File: src/rtl/miriscv_mem_pkg.sv
// Shared types and helpers for the miriscv memory model.
//   MEM_ADDR_W / MEM_DATA_W : bus address and data widths
//   MEM_BASE_ADDR           : default byte address of word 0
//   mem_rsp_t               : one response beat travelling down a delay line
//   in_window()             : address-window check used by both channels
package miriscv_mem_pkg;

    localparam int unsigned MEM_ADDR_W = 32;
    localparam int unsigned MEM_DATA_W = 32;

    localparam logic [MEM_ADDR_W-1:0] MEM_BASE_ADDR = 32'h8000_0000;

    typedef struct packed {
        logic                  valid;
        logic                  err;
        logic [MEM_DATA_W-1:0] rdata;
    } mem_rsp_t;

    // True when base <= addr < base + 4*depth. The subtraction is done one bit
    // wider so that an address below base shows up as a borrow instead of
    // wrapping around into the window.
    function automatic logic in_window(
        input logic [MEM_ADDR_W-1:0] addr,
        input logic [MEM_ADDR_W-1:0] base,
        input int unsigned           depth
    );
        logic [MEM_ADDR_W:0] off;
        logic [MEM_ADDR_W:0] span;
        off  = {1'b0, addr} - {1'b0, base};
        span = {1'b0, depth} << 2;
        return !off[MEM_ADDR_W] && (off < span);
    endfunction

endpackage

File: src/rtl/miriscv_mem_delay_line.sv
// Fixed-latency response pipeline for one memory channel.
//   clk    : clock, rising edge
//   arst_n : asynchronous active-low clear of every stage
//   sample : response formed in the request cycle
//   result : the same response LATENCY cycles later
module miriscv_mem_delay_line
    import miriscv_mem_pkg::*;
#(
    parameter int unsigned LATENCY = 1
) (
    input  logic     clk,
    input  logic     arst_n,
    input  mem_rsp_t sample,
    output mem_rsp_t result
);

    mem_rsp_t stage [LATENCY];

    always_ff @(posedge clk or negedge arst_n) begin
        if (!arst_n) begin
            for (int unsigned i = 0; i < LATENCY; i++) begin
                stage[i] <= '0;
            end
        end else begin
            stage[0] <= sample;
            for (int unsigned i = 1; i < LATENCY; i++) begin
                stage[i] <= stage[i-1];
            end
        end
    end

    assign result = stage[LATENCY-1];

endmodule

File: config.mk
export PLATFORM = sky130hd
export DESIGN_NAME = miriscv_mem_delay_line
export DESIGN_NICKNAME = d
export VERILOG_FILES = /design/src/rtl/miriscv_mem_pkg.sv /design/src/rtl/miriscv_mem_delay_line.sv
export SDC_FILE = /design/constraint.sdc
export NUM_CORES = 1
export LEC_CHECK = 0
export BUFFER_PORTS_ARGS = -buffer_cell sky130_fd_sc_hd__buf_4
export CORE_MARGIN = 2
export CORE_UTILIZATION = 30
export CTS_CLUSTER_DIAMETER = 150
export DETAILED_ROUTE_END_ITERATION = 6
export SETUP_SLACK_MARGIN = 0.5
export SYNTH_ARGS = -nofsm -noshare
export SYNTH_HDL_FRONTEND = slang
export SYNTH_SLANG_ARGS = --single-unit
export TNS_END_PERCENT = 100
File: constraint.sdc
create_clock -name clk -period 0.8 [get_ports clk]
set_input_delay 0.04 -clock clk [delete_from_list [all_inputs] [get_ports clk]]
set_output_delay 0.04 -clock clk [all_outputs]
set_load 0.02 [all_outputs]
**Word level (Yosys, flattened, before mapping)**

Cells that the tools add are included.

- Register bits: 34
- Bits of input ports: 36
- Output and inout port bits: 34
- Word-level logic and storage cells: 3

**Longest topological paths before layout**

- Word-level depth: 0
- Gate-level depth with buffers: 0
- Mapped depth without buffers: 0

**Least setup slack after synthesis**

No wires, ideal clock.

- Kind: register to output
- Start point: register stage (netlist bit result[0])
- End point: output port result[0] (netlist bit)
- Data arrival time: 0.416 ns
- Data required time: 0.760 ns
- Path slack: 0.344 ns
- Stages on the path, launching flop included: 1
- Path buffers: 0
- Cell sequence: dfrtp_1

RTL lines:

| element | RTL line | source |
|---|---|---|
| start: declaration | miriscv_mem_delay_line.sv:17 | `mem_rsp_t stage [LATENCY];` |
| start signal: indexed assignment | miriscv_mem_delay_line.sv:27 | `stage[i] <= stage[i-1];` |
| end: declaration | miriscv_mem_delay_line.sv:14 | `output mem_rsp_t result` |

No word-level cell between the ends.

**Worst setup path after layout**

- Start point: register stage (netlist bit result[28])
- End point: output port result[28] (netlist bit)

No word-level cell between the ends.

==> flow_summary.toml <==
[outcome]
status = "complete, but fails checks"
violations = "negative hold slack, negative setup slack"

[critical_path]
cp.depth = 1
cp-end-kind = "primary output"
criticalPathCategory = "register to primary output"
endpoint = "result[28]"
cp_num_buf_inv = 1
arrival_ns = 0.85
slowest_delay_ns = 0.39
crit_chain = "buf_6"
slowest_stage = "dfrtp_1"
required_ns = 0.76
cp-startpoint = "result[28]"
cpLargestDelayFamily = "flip-flops"
critPathMaxFanout = 1
startpoint_type = "register"

[clocking]
cts_tree = "built"
root_buffer = "clkbuf_4"
cts_buffer_depth = 2
clk_pin_slew_ns = 0.10
cts-htree-levels = 2
cts.sinks = 34
numCtsBuffers = 5

[sta]
hold_slack_ns = -0.365
fmax_mhz = 1130
fin_ws_ns = -0.0886
slew_headroom = 0.726
fin_crit_sh = 1.11
finalMaxSlewViolations = 0
setup_viol = 34
hold_violations = 68
worst_pin_slew_ns = 0.411
period_needed_ns = 0.889
rsz0062_at_grt = "true"

[pwr]
ir_worst_vdd_v = 0.00152
internal-power_mw = 2.50
seqPwrFrac = 0.566
combPwrFrac = 0.142
p_sw_frac = 0.233
power.share.clock = 0.292
p_leak_nw = 0.805
powerDensity_mw_per_mm2 = 2040
power.total_mw = 3.26
p_sw_mw = 0.757

[yosys]
yosysTopAreaCellShare = 1.00
syn_avg_cell_area_sq_um = 25.0
synth.yosys.seq_area_share = 1.00
postSynthCellCount = 34
yosys-top-cells-area = "dfrtp_1 (100%)"
ys_types = 1
synth.cell_area_sq_um = 851
ys_warn_count = 0
syn_nets = 70
yosys.area.top_type = "dfrtp_1"
ys_ff_latch = 34

[placement]
gp_congestion = 0.578
placed_cells = 134
io_buffers = 69
placed_area_sq_mm = 0.00141
pre_cts_slack_ns = 0.255

[grt]
grt_util_all_layers = 0.116
grt_first_pass_wirelength_um = 2570
grt_max_degree = 35
grt-ovfl-total = 0
grt_antenna_before_repair = 0
grt_pass1_vias = 625

[drt]
routed_wl_um = 1660
via_count = 609
wl_per_cell_um = 11.7
first_pass_iters = 2
drt_drc_violations_left = 0
via_per_inst = 4.29
final_antenna_net_count = 0
drt_iter0_markers = 10

[cells_and_area]
largest_register_ffs = 34
syn2layout_area_growth_pct = 87.5
fin_nets = 146
design_area_sq_mm = 0.00160
layout-drive-gt1-share = 0.685
final_util = 0.584
num-multi-input-gates = 0
fin_cells = 142
antenna_cells = 0
fillCellCount = 213
multi_input_area_sq_um = 0

[floorplanning]
core.rowCount = 19
initial_core_util = 0.311
die-area_sq_mm = 0.00328
io_pins = 70
die_w_um = 57.3
core_sq_mm = 0.00273
die_h_um = 57.3

[run]
cap_violations = 0

[hold_path]
hold_class = "input pin to async pin"
## metal layers
metal	GRT usage	part of all wire	vias up
met4	0.120	0.040	0
met1	0.0938	0.29	296
li1	-	-	256
met5	0	0	-
met2	0.179	0.51	49
met3	0.0771	0.15	8
## power by group through the flow
stage	registers, mW	clock network (mW)	logic [mW]
6_report	1.84	0.949	0.462
5_1_grt	1.85	1.09	0.493
4_1_cts	1.85	1.01	0.470
3_5_place_dp	1.86	0	0.416
3_3_place_gp	1.86	0	0.412
2_1_floorplan	1.98	0	0
## worst min path at each step
stage / from / to / slack (ns)
5_1_grt: arst_n / result[18] / -0.36
3_5_place_dp: arst_n / result[4] / 0.005
3_3_place_gp: arst_n / result[32] / -0.004
6_report: arst_n / result[3] / -0.37
2_1_floorplan: arst_n / result[0] / -0.26
4_1_cts: arst_n / result[23] / -0.38
## cell usage in the layout (no fill, tap or decap), drive strengths merged
cell / Yosys / layout
clkbuf: 0 / 7
buf: 0 / 69
clkinv: 0 / 1
dfrtp: 34 / 34
## cell families after synthesis
logic type / share of synthesized area
flip-flops: 1.00
## area by class of cell
type / instances / area [sq um] / area share
clock inverter: 1 / 5.00 / 0.00314
clock buffer: 7 / 55.1 / 0.0345
timing repair buffer: 69 / 646 / 0.405
tap: 31 / 38.8 / 0.0243
sequential: 34 / 851 / 0.533
## synthesized netlist by cell type (all sizes together)
master,n
dfrtp,34
## what timing repair did
action                                  in CTS  in global routing
endpoints found under the setup margin      34                 34
endpoints found under the hold margin       68                 68
gates resized for setup                     34                  0
buffers inserted                             0                  0
## stage by stage
stage               hold WS (ns)  TNS [ns]
finish                    -0.365     -2.64
CTS                       -0.376     -3.68
detailed placement       0.00456         0
global route              -0.357     -4.34
floorplan                 -0.256         0
global placement        -0.00371         0
Note: power is estimated with default switching activity, not from simulation.
